### config.mk
export PLATFORM = sky130hd
export DESIGN_NAME = mult_disp_ctrl
export DESIGN_NICKNAME = d
export VERILOG_FILES = /design/src/rtl/mult_disp_pkg.sv /design/src/rtl/bcd_to_seg7.sv /design/src/rtl/mult_disp_ctrl.sv
export SDC_FILE = /design/constraint.sdc
export NUM_CORES = 1
export LEC_CHECK = 0
export ABC_CLOCK_PERIOD_IN_PS = 5100
export CORE_MARGIN = 3
export CORE_UTILIZATION = 25
export CTS_CLUSTER_SIZE = 24
export DETAILED_ROUTE_END_ITERATION = 16
export HOLD_SLACK_MARGIN = 0.06
export PLACE_DENSITY_LB_ADDON = 0.2
export SLEW_MARGIN = 20
export SYNTH_ARGS = -nofsm -noshare
export SYNTH_HDL_FRONTEND = slang
export SYNTH_HIERARCHICAL = 1
export SYNTH_SLANG_ARGS = --single-unit
### constraint.sdc
create_clock -name clk -period 5.1 [get_ports clk]
set_input_delay 1.02 -clock clk [delete_from_list [all_inputs] [get_ports clk]]
set_output_delay 1.02 -clock clk [all_outputs]
set_load 0.02 [all_outputs]
### src/rtl/mult_disp_pkg.sv
// Shared types, widths and segment patterns for the multiplier display controller.
package mult_disp_pkg;

  localparam int unsigned OPW       = 4;
  localparam int unsigned PRODW     = 8;
  localparam int unsigned NDIG      = 3;
  localparam int unsigned MUL_ITERS = 4;
  localparam int unsigned BCD_ITERS = 8;
  localparam int unsigned BCDW      = 4 * NDIG;
  localparam int unsigned DABW      = BCDW + PRODW;
  localparam int unsigned CNTW      = $clog2(BCD_ITERS);

  typedef enum logic [1:0] {
    IDLE = 2'd0,
    MUL  = 2'd1,
    BCD  = 2'd2,
    DONE = 2'd3
  } state_t;

  localparam logic [6:0] SEG_0     = 7'b0111111;
  localparam logic [6:0] SEG_1     = 7'b0000110;
  localparam logic [6:0] SEG_2     = 7'b1011011;
  localparam logic [6:0] SEG_3     = 7'b1001111;
  localparam logic [6:0] SEG_4     = 7'b1100110;
  localparam logic [6:0] SEG_5     = 7'b1101101;
  localparam logic [6:0] SEG_6     = 7'b1111101;
  localparam logic [6:0] SEG_7     = 7'b0000111;
  localparam logic [6:0] SEG_8     = 7'b1111111;
  localparam logic [6:0] SEG_9     = 7'b1101111;
  localparam logic [6:0] SEG_BLANK = 7'b0000000;

  // One double-dabble iteration: correct every BCD nibble >= 5, then shift left.
  function automatic logic [DABW-1:0] dabble_step(input logic [DABW-1:0] d);
    logic [DABW-1:0] w;
    w = d;
    for (int unsigned i = 0; i < NDIG; i++) begin
      if (w[PRODW + 4*i +: 4] >= 4'd5)
        w[PRODW + 4*i +: 4] = w[PRODW + 4*i +: 4] + 4'd3;
    end
    return {w[DABW-2:0], 1'b0};
  endfunction

endpackage

### src/rtl/bcd_to_seg7.sv
// Combinational BCD nibble to active-high 7-segment pattern decoder.
module bcd_to_seg7
  import mult_disp_pkg::*;
(
  input  logic [3:0] i_nibble,
  output logic [6:0] o_seg_c
);

  always_comb begin
    o_seg_c = SEG_BLANK;
    case (i_nibble)
      4'd0:    o_seg_c = SEG_0;
      4'd1:    o_seg_c = SEG_1;
      4'd2:    o_seg_c = SEG_2;
      4'd3:    o_seg_c = SEG_3;
      4'd4:    o_seg_c = SEG_4;
      4'd5:    o_seg_c = SEG_5;
      4'd6:    o_seg_c = SEG_6;
      4'd7:    o_seg_c = SEG_7;
      4'd8:    o_seg_c = SEG_8;
      4'd9:    o_seg_c = SEG_9;
      default: o_seg_c = SEG_BLANK;
    endcase
  end

endmodule

### src/rtl/mult_disp_ctrl.sv
// Shift-add 4x4 multiplier with double-dabble BCD conversion and a scanned
// three-digit 7-segment display of the last completed product.
module mult_disp_ctrl
  import mult_disp_pkg::*;
#(
  parameter int unsigned SCAN_DIV = 1000
) (
  input  logic             clk,
  input  logic             rst_n,
  input  logic             in_valid,
  output logic             in_ready,
  input  logic [OPW-1:0]   a,
  input  logic [OPW-1:0]   b,
  output logic             busy,
  output logic             out_valid,
  output logic [PRODW-1:0] product,
  output logic [BCDW-1:0]  bcd,
  output logic [6:0]       seg,
  output logic [NDIG-1:0]  dig_en
);

  localparam int unsigned SCW = (SCAN_DIV > 1) ? $clog2(SCAN_DIV) : 1;

  state_t           r_state;
  state_t           w_state_nxt;
  logic [PRODW-1:0] r_a_sh;
  logic [OPW-1:0]   r_b;
  logic [PRODW-1:0] r_acc;
  logic [PRODW-1:0] w_acc_nxt;
  logic [CNTW-1:0]  r_cnt;
  logic [DABW-1:0]  r_dab;
  logic [DABW-1:0]  w_dab_nxt;
  logic             w_accept;
  logic             w_mul_last;
  logic             w_bcd_last;

  logic             r_in_ready;
  logic             r_busy;
  logic             r_out_valid;
  logic [PRODW-1:0] r_product;
  logic [BCDW-1:0]  r_bcd;
  logic [6:0]       r_seg;
  logic [NDIG-1:0]  r_dig_en;
  logic [SCW-1:0]   r_scan;
  logic             w_scan_wrap;
  logic [NDIG-1:0]  w_dig_nxt;
  logic [3:0]       w_nibble;
  logic [6:0]       w_seg_c;

  assign w_accept   = in_valid && r_in_ready;
  assign w_mul_last = (r_cnt == CNTW'(MUL_ITERS - 1));
  assign w_bcd_last = (r_cnt == CNTW'(BCD_ITERS - 1));
  assign w_acc_nxt  = r_b[0] ? (r_acc + r_a_sh) : r_acc;
  assign w_dab_nxt  = dabble_step(r_dab);

  // State register
  always_ff @(posedge clk or negedge rst_n) begin
    if (!rst_n) r_state <= IDLE;
    else        r_state <= w_state_nxt;
  end

  // Next-state logic
  always_comb begin
    w_state_nxt = r_state;
    case (r_state)
      IDLE:    if (w_accept)   w_state_nxt = MUL;
      MUL:     if (w_mul_last) w_state_nxt = BCD;
      BCD:     if (w_bcd_last) w_state_nxt = DONE;
      DONE:    w_state_nxt = IDLE;
      default: w_state_nxt = IDLE;
    endcase
  end

  // Datapath and registered handshake/result outputs
  always_ff @(posedge clk or negedge rst_n) begin
    if (!rst_n) begin
      r_a_sh      <= '0;
      r_b         <= '0;
      r_acc       <= '0;
      r_cnt       <= '0;
      r_dab       <= '0;
      r_in_ready  <= 1'b1;
      r_busy      <= 1'b0;
      r_out_valid <= 1'b0;
      r_product   <= '0;
      r_bcd       <= '0;
    end else begin
      r_in_ready  <= (w_state_nxt == IDLE);
      r_busy      <= (w_state_nxt != IDLE);
      r_out_valid <= (w_state_nxt == DONE);
      case (r_state)
        IDLE: begin
          if (w_accept) begin
            r_a_sh <= PRODW'(a);
            r_b    <= b;
            r_acc  <= '0;
            r_cnt  <= '0;
          end
        end
        MUL: begin
          r_acc  <= w_acc_nxt;
          r_a_sh <= {r_a_sh[PRODW-2:0], 1'b0};
          r_b    <= {1'b0, r_b[OPW-1:1]};
          if (w_mul_last) begin
            r_cnt <= '0;
            r_dab <= {BCDW'(0), w_acc_nxt};
          end else begin
            r_cnt <= r_cnt + CNTW'(1);
          end
        end
        BCD: begin
          r_dab <= w_dab_nxt;
          r_cnt <= r_cnt + CNTW'(1);
          // Result registers load on the edge into DONE so they are valid with out_valid.
          if (w_bcd_last) begin
            r_product <= r_acc;
            r_bcd     <= w_dab_nxt[DABW-1:PRODW];
          end
        end
        default: ;
      endcase
    end
  end

  assign w_scan_wrap = (r_scan == SCW'(SCAN_DIV - 1));
  assign w_dig_nxt   = w_scan_wrap ? {r_dig_en[NDIG-2:0], r_dig_en[NDIG-1]} : r_dig_en;

  // Nibble for the digit enabled after this edge, taken from the currently held bcd
  always_comb begin
    w_nibble = r_bcd[3:0];
    case (w_dig_nxt)
      3'b010:  w_nibble = r_bcd[7:4];
      3'b100:  w_nibble = r_bcd[11:8];
      default: w_nibble = r_bcd[3:0];
    endcase
  end

  bcd_to_seg7 u_seg_dec (
    .i_nibble (w_nibble),
    .o_seg_c  (w_seg_c)
  );

  // Free-running scan, independent of the FSM
  always_ff @(posedge clk or negedge rst_n) begin
    if (!rst_n) begin
      r_scan   <= '0;
      r_dig_en <= 3'b001;
      r_seg    <= SEG_0;
    end else begin
      r_scan   <= w_scan_wrap ? '0 : r_scan + SCW'(1);
      r_dig_en <= w_dig_nxt;
      r_seg    <= w_seg_c;
    end
  end

  assign in_ready  = r_in_ready;
  assign busy      = r_busy;
  assign out_valid = r_out_valid;
  assign product   = r_product;
  assign bcd       = r_bcd;
  assign seg       = r_seg;
  assign dig_en    = r_dig_en;

endmodule
# Word-level counts from Yosys, hierarchy flattened
# Memory sizes are Yosys's and may differ from the RTL's. A register that Yosys moved wholly into a read port is not among the register bits.
# Cells that the tools add are included.
[classes]
addsub = 6
magnitude_cmp = 3
eq_ne = 11
mux = 22
reduce_logical = 12
[op_table]
columns = ["op", "n"]
rows = [
  ["20-bit one-hot mux with 2 select lines", 1],
  ["8-bit one-hot mux with 2 select lines", 2],
  ["8-bit 2-to-1 mux", 3],
  ["20-bit 2-to-1 mux", 1],
  ["4-bit one-hot mux with 2 select lines", 2],
  ["4-bit by 3-bit >= comparator with 1-bit output (second input constant)", 3],
  ["3-bit 2-to-1 mux", 4],
  ["4-bit 2-to-1 mux", 3],
  ["10-bit by 1-bit adder with 10-bit output (second input constant)", 1],
  ["10-bit equality test (second input constant)", 1],
  ["10-bit 2-to-1 mux", 1],
  ["3-bit one-hot mux with 3 select lines", 1],
  ["4-bit by 2-bit adder with 4-bit output (second input constant)", 2],
  ["8-bit adder", 1],
  ["2-bit one-hot mux with 4 select lines", 1],
  ["2-bit AND reduction", 4],
  ["2-bit equality test (second input constant)", 3],
  ["3-bit by 2-bit equality test with 1-bit output (second input constant)", 2],
  ["3-bit equality test (second input constant)", 2],
  ["2-bit 2-to-1 mux", 3],
  ["2-bit nonzero test", 3],
  ["2-bit logical NOT", 2],
  ["2-bit != test (second input constant)", 2],
  ["3-bit by 1-bit adder with 3-bit output (second input constant)", 1],
  ["other kinds (5)", 5],
]
[word_totals]
register_bits = 81
romBits = 112
inputBits = 11
output_inout_bits = 33
word_cells = 68
n_memories = 1
[mem_list]
columns = ["memory", "depth", "width", "read_ports", "rd_clocked_by_memory_dff", "write_ports", "line_no", "rtl"]
rows = [
  ["(no name shown)", 16, 7, 1, 1, 0, "bcd_to_seg7.sv:11", "case (i_nibble)"],
]

# Depth between registers and ports, before layout
# Gate-level depths: netlist (run 1).
[depth]
depth_word = 4
mapped_depth = 11
ltp_nobuf = 10

# Modules after synthesis
# Netlist (run 1), hierarchy kept.
[by_module_without_submodules]
columns = ["module", "instances", "cells_each", "area_each_um2", "seq_area_each_um2"]
rows = [
  ["mult_disp_ctrl", 1, 431, 4509.3, 2212.1],
  ["bcd_to_seg7", 1, 28, 219.0, 0.0],
]

# Worst setup path before layout (run 1)
# Ideal clock, no wire load.
[synth_path]
kind = "register -> register"
start = "register r_scan[0]"
end = "register r_seg[0], in the netlist seg[0]"
setup_time_ps = 77
arrival_time_ps = 2393
required_ps = 5023
setup_slack_ps = 2630
path_stages_with_launch = 12
path_buffers = 1
synth_period_minus_slack_ps = 2470
cell_sequence = "dfrtp_1 > ha_1 > nand2_1 > or3_1 > buf_6 > mux2i_1 > o221ai_1 > inv_2 > ha_1 > nor2_1 > a21oi_1 > o22ai_1"
[synth_via]
elab_chain_len = 4
elab_cells_between_ends = 5
classes_between = "eq/ne (3); mux (2)"
[synth_rtl]
columns = ["element", "line_no", "rtl"]
rows = [
  ["from (decl)", "mult_disp_ctrl.sv:44", "logic [SCW-1:0] r_scan;"],
  ["from (signal assigned)", "mult_disp_ctrl.sv:150", "r_scan <= w_scan_wrap ? '0 : r_scan + SCW'(1);"],
  ["10-bit equality test *", "mult_disp_ctrl.sv:125", "assign w_scan_wrap = (r_scan == SCW'(SCAN_DIV - 1));"],
  ["3-bit 2-to-1 mux *", "mult_disp_ctrl.sv:126", "assign w_dig_nxt = w_scan_wrap ? {r_dig_en[NDIG-2:0], r_dig_en[NDIG-1]} : r_dig_en;"],
  ["3-bit equality test or 3-bit by 2-bit equality test with 1-bit output (tied branches)", "mult_disp_ctrl.sv:131", "case (w_dig_nxt)"],
  ["4-bit one-hot mux with 2 select lines *", "mult_disp_ctrl.sv:131", ""],
  ["net w_nibble[1]", "mult_disp_ctrl.sv:47", "logic [3:0] w_nibble;"],
  ["to (decl)", "mult_disp_ctrl.sv:42", "logic [6:0] r_seg;"],
]
# Mark *: on every way through the listed nets, which the timed path passes. The rest lies on a longest branch.
# A chain may end at the register's enable or synchronous reset.

# Final worst setup path (run 1)
[layout_path]
start = "register r_scan[0]"
end = "register r_seg[3], in the netlist seg[3]"
# The elaborated chain is that of the path after synthesis.

==> results of run 1 <==
## cells in the final DEF (no fill, tap or decap), types with 4 or more instances in the layout
| cell type | Yosys | layout |
|---|---|---|
| a22o_1 | 10 | 10 |
| clkdlybuf4s50_1 | 0 | 42 |
| o221ai_1 | 8 | 8 |
| inv_1 | 29 | 29 |
| o21ai_0 | 31 | 31 |
| o2bb2ai_1 | 4 | 4 |
| o22ai_1 | 20 | 20 |
| o211ai_1 | 5 | 5 |
| buf_4 | 1 | 4 |
| o311a_2 | 4 | 4 |
| mux2_2 | 13 | 13 |
| nor2_1 | 21 | 21 |
| a21oi_1 | 27 | 27 |
| nand2b_1 | 6 | 6 |
| xnor2_1 | 7 | 7 |
| nor3b_1 | 6 | 6 |
| a21o_1 | 5 | 5 |
| dfstp_2 | 8 | 8 |
| xor2_1 | 8 | 8 |
| a31oi_1 | 7 | 7 |
| ha_1 | 29 | 29 |
| nand2_1 | 49 | 49 |
| clkbuf_16 | 0 | 9 |
| mux2i_1 | 14 | 14 |
| dfrtp_1 | 80 | 80 |
| nand3_1 | 7 | 7 |
## routing by layer
layer / global-route usage [%] / part of all wire [%] / vias up
met5: 0 / 0 / -
met4: 3.67 / 1.4 / 0
met3: 3.06 / 4.1 / 15
met2: 18.6 / 47 / 75
met1: 14.5 / 48 / 1700
li1: - / - / 1744
## worst max-delay path by stage
| stage | from | to | slack, ps | cells after the start |
|---|---|---|---|---|
| 2_1_floorplan | r_scan[0] | seg[0] | 2630 | 11 |
| 3_3_place_gp | r_scan[0] | seg[3] | 2030 | 10 |
| 3_5_place_dp | r_scan[0] | seg[0] | 1900 | 10 |
| 4_1_cts | r_scan[0] | seg[0] | 1890 | 10 |
| 5_1_grt | r_scan[0] | seg[3] | 1550 | 10 |
| 6_report | r_scan[0] | seg[3] | 1890 | 10 |
## power breakdown
group / switching [mW] / total, mW / leakage [nW] / internal, mW
Clock: 0.272 / 0.663 / 0.146 / 0.391
Combinational: 0.354 / 0.597 / 1.13 / 0.243
Sequential: 0.111 / 0.904 / 1.14 / 0.794
Total: 0.736 / 2.16 / 2.41 / 1.43
## state kept, by name, summed over array words and instances (netlist names)
register   count
out_valid      1
in_ready       1
r_a_sh         8
r_scan        10
r_b            4
seg            7
bcd           12
r_dab         20
dig_en         3
r_acc          8
r_state        2
product        8
r_cnt          3
busy           1
## cell type report
cell class	instances	area (µm²)	area share (%)
Timing Repair Buffer	46	450	7.96
Sequential cell	88	2210	39.1
Clock inverter	4	45.0	0.796
Multi-Input combinational cell	324	2310	40.8
Inverter	30	113	1.99
Clock buffer	12	246	4.35
Tap cell	229	287	5.06
## cells by family (layout without fill, tap and decap cells)
logic type,after synthesis,after routing
compound gates,140,140
xor+xnor,15,15
fa+ha+maj,30,30
buf+inv,47,92
flops,88,88
mux,27,27
simple gates,112,112
==> impl_metrics.ini, run 1 <==
[worst_setup_path]
startpoint_type = flop
cpMaxStageDelayCell = nor3_2
endpoint_kind = flop
path_max_fanout = 13
cp_data_required_time_ps = 5360
path_class = flop to flop
reg2reg_slack_ps = 1890
rr_endpoint = seg[3]
cp.arrival_ps = 3470
crit_buf_inv = 1
crit_path_max_incr_delay_ps = 710
r2r-start = r_scan[0]
path_cells = ha_1 > nand2_1 > nor3_2 > o221ai_1 > o221ai_1 > inv_2 > ha_1 > nor2_1 > a21oi_1 > o22ai_1
critical-path-top-delay-family = compound AO/OA/AOI/OAI gates
rr_worst_depth = 10

[die]
die_area_mm2 = 0.0206
die_h_um = 144
pin_count = 44
rows = 49
start_util_pct = 25.9
fp.dieW_um = 144
core_region_area_mm2 = 0.0183

[timing]
fin_hold_ws_ps = 448
final.setup.worst_slack_ps = 1890
setup_viol = 0
fin_tns_setup_ps = 0
max_freq_mhz = 312
rsz0062_at_grt = no
tightest_slew_ps = 1030
worst_clock_skew_ps = 7.50
final_max_slew_viol_count = 0
finalHoldViolations = 0
fin_crit_sh_pct = 62.9
period_needed_ps = 3210
slew_headroom_pct = 31.4

[min_path]
holdCritPathClass = flop to flop
min_path_cells = 1
min_from = r_scan[0]
hold_end = r_scan[0]

[cts]
cts_resized = 0
path_clk_slew_ps = 60
clock_latency_ps = 350
h-tree-depth = 3
cts_buffers = 9
cts_setup_buffers = 0
root_buffer = clkbuf_16
cts_tree = built
cts-hold-fix-buffers = 0
clockBufferDepth = 2
cts.sinks = 88

[synth]
yosysUniqueCellTypes = 57
synth-main-ff-cell = dfrtp_1
synth_commonest_cells = dfrtp_1 (80), nand2_1 (49), o21ai_0 (31)
synth_top_family_by_area = compound AO/OA/AOI/OAI gates
post_synth_fa_ha_maj_area_fraction_pct = 8.10
synth_compound_area_share_pct = 19.8
synth-edff-count = 0
yosysWarningCount = 6
yosysSeqAreaShare_pct = 46.8
synth_most_common_cell = dfrtp_1
synth_xor_area_share_pct = 2.78
yosys.area_share.simple_pct = 12.0
async_flop_share_pct = 100
yosys.area.top_type = dfrtp_1
netlist_area_mm2 = 0.00473
synth.area.mux_share_pct = 6.06
syn_inst = 459
synth_seq_cells = 88
syn_area_per_cell_um2 = 10.3
synth_top_area_share_pct = 42.3
yosys-top-cells-area = dfrtp_1 (42%), ha_1 (7.7%), dfstp_2 (4.4%)
syn_nets = 500

[power]
p_leak_nw = 2.41
total_power_mw = 2.16
p_per_area_mw_per_mm2 = 382
ir_worst_vdd_uv = 191

[global_route]
antenna_found_initial = 0
grt_pass1_wl_mm = 18.8
grt_overflow = 0
grtUsageTotal_pct = 11.3
grt_pass1_vias = 3723
grt_max_degree = 54

[routing]
ant_nets = 0
dr.pass1.iters = 4
post-route-drc-count = 0
via_count = 3534
drtIter0Drc = 170
via_per_inst = 4.82
routed_wl_mm = 11.0
wl_per_cell_um = 15.0

[place]
place_area_mm2 = 0.00537
dp_hpwl_mm = 7.91
io_buffers = 43
post-place-ws_ps = 1900
gp_congestion = 0.796
dp.cells = 717

[final_layout]
antenna_cells = 0
design_area_mm2 = 0.00566
final_net_count = 540
syn_to_final_growth_pct = 19.7
drive_above_1_share_pct = 10.7
utilization_pct = 31.0
fill_cells = 1901
fin_cells = 733

[outcome]
status = complete, no violations

[run]
cap_violations = 0
Power figures use the tool's default switching activity.
==> run 2: changes to the inputs <==
--- a/config.mk
+++ b/config.mk
@@ -5,7 +5,7 @@
 export SDC_FILE = /design/constraint.sdc
 export NUM_CORES = 1
 export LEC_CHECK = 0
-export ABC_CLOCK_PERIOD_IN_PS = 5100
+export ABC_CLOCK_PERIOD_IN_PS = 2650
 export CORE_MARGIN = 3
 export CORE_UTILIZATION = 25
 export CTS_CLUSTER_SIZE = 24
==> constraint.sdc (replaced) <==
create_clock -name clk -period 2.65 [get_ports clk]
set_input_delay 0.53 -clock clk [delete_from_list [all_inputs] [get_ports clk]]
set_output_delay 0.53 -clock clk [all_outputs]
set_load 0.02 [all_outputs]
==> impl_metrics.ini, run 2 (synthesis results as in run 1) <==
[cts]
root_buffer = clkbuf_16
clockBufferDepth = 2
path_clk_slew_ps = 70
cts.sinks = 88
cts-hold-fix-buffers = 0
cts_buffers = 9
clock_latency_ps = 350
cts_tree = built
h-tree-depth = 3

[routing]
routed.top_layer = met4
via_per_inst = 4.88
ant_nets = 0
dr.pass1.iters = 6
wl_met3_um = 424
post-route-drc-count = 0
drtIter0Drc = 168
via_count = 3643
routed_wl_mm = 10.8
wl_met2_mm = 5.03
wl_per_cell_um = 14.5
wl_met1_mm = 5.20

[worst_setup_path]
path_max_fanout = 7
crit_buf_inv = 1
rr_worst_depth = 10
critical-path-top-delay-family = simple AND/OR/NAND/NOR gates
crit_start = r_scan[0]
cpMaxStageDelayCell = or3_1
endpoint_kind = flop
path_class = flop to flop
cp_num_cells = 10
rr_endpoint = seg[0]
crit_end = seg[0]
cp_data_required_time_ps = 2920
r2r-start = r_scan[0]
reg2reg_slack_ps = 170
startpoint_type = flop
path_cells = ha_1 > nand2_1 > or3_1 > mux2i_1 > o221ai_1 > inv_2 > ha_1 > nor2_1 > a21oi_1 > o22ai_1
crit_top_cell = ha_1
cp.arrival_ps = 2740
crit_path_max_incr_delay_ps = 480

[final_layout]
final_cell_mix = dfrtp_1 (80), nand2_1 (49), clkdlybuf4s50_1 (42)
fin_cells = 747
syn_to_final_growth_pct = 22.8
design_area_mm2 = 0.00580
final_common_cell = dfrtp_1
antenna_cells = 0
fill_cells = 1889
drive_above_1_share_pct = 13.9
largest_register_ffs = 20
final_net_count = 554
utilization_pct = 31.8
regMostFlops = r_dab

[run]
cap_violations = 0

[min_path]
holdCritPathClass = input port to asynchronous set/reset pin

[global_route]
grt_pass1_vias = 3697
antenna_found_initial = 0
grt_max_degree = 54
grtUsageTotal_pct = 11.3
grt_overflow = 0
grt_pass1_wl_mm = 18.7

[timing]
worst_clock_skew_ps = 12.6
fin_crit_sh_pct = 93.4
max_freq_mhz = 404
finalHoldViolations = 0
tightest_slew_ps = 711
period_needed_ps = 2480
slew_headroom_pct = 52.6
final_max_slew_viol_count = 0
fin_tns_setup_ps = 0
fin_hold_ws_ps = 220
rsz0062_at_grt = no
setup_viol = 0

[die]
pin_count = 44
core_region_area_mm2 = 0.0183
rows = 49
fp.dieW_um = 144
die_h_um = 144
die_area_mm2 = 0.0206
start_util_pct = 25.9

[power]
p_leak_nw = 2.50
p_per_area_mw_per_mm2 = 728
ir_worst_vdd_uv = 349

[place]
dp_hpwl_mm = 7.96
gp_congestion = 0.816
dp.cells = 731
io_buffers = 43
place_area_mm2 = 0.00549

[outcome]
status = complete, no violations
[run 2: cell count changes in the layout (fill, tap and decap cells not counted), sizes merged]
cell | previous run | this run
clkbuf | 12 | 9
inv | 30 | 33
buf | 4 | 18
[run 2: layout make-up]
type	instances	area, µm²	area share (%)
Tap cell	229	287	4.94
Clock inverter	7	78.8	1.36
Inverter	30	113	1.94
Sequential cell	88	2210	38.1
Multi-Input combinational cell	324	2320	40.0
Timing Repair Buffer	60	568	9.79
Clock buffer	9	225	3.88
[run 2: what timing repair did]
action,CTS,global route
buffers inserted,0,0
resized for setup,0,2
setup endpoints to repair,0,2
[run 2: through the flow]
step | worst slack (ps) | power (mW)
2_1_floorplan | 180 | 2.56
3_3_place_gp | 280 | 2.95
3_5_place_dp | 208 | 2.95
4_1_cts | 187 | 4.30
5_1_grt | 12.3 | 4.52
6_report | 174 | 4.23
[run 2: worst min path at each step]
stage	to	depth (start not counted)
3_5_place_dp	r_scan[0]	1
4_1_cts	r_scan[6]	1
6_report	r_scan[7]	1
3_3_place_gp	r_scan[0]	1
5_1_grt	r_scan[6]	1
2_1_floorplan	bcd[0]	0
[run 2: layer usage]
metal  GRT usage (%)  vias up
met5               0        -
met4            3.87        0
met2            18.3       69
li1                -     1779
met1            14.7     1780
met3            2.90       15
[run 2: report_power, final]
part,internal (mW),switching [mW]
logic,0.502,0.675
clock network,0.743,0.574
registers,1.53,0.209
total,2.77,1.46
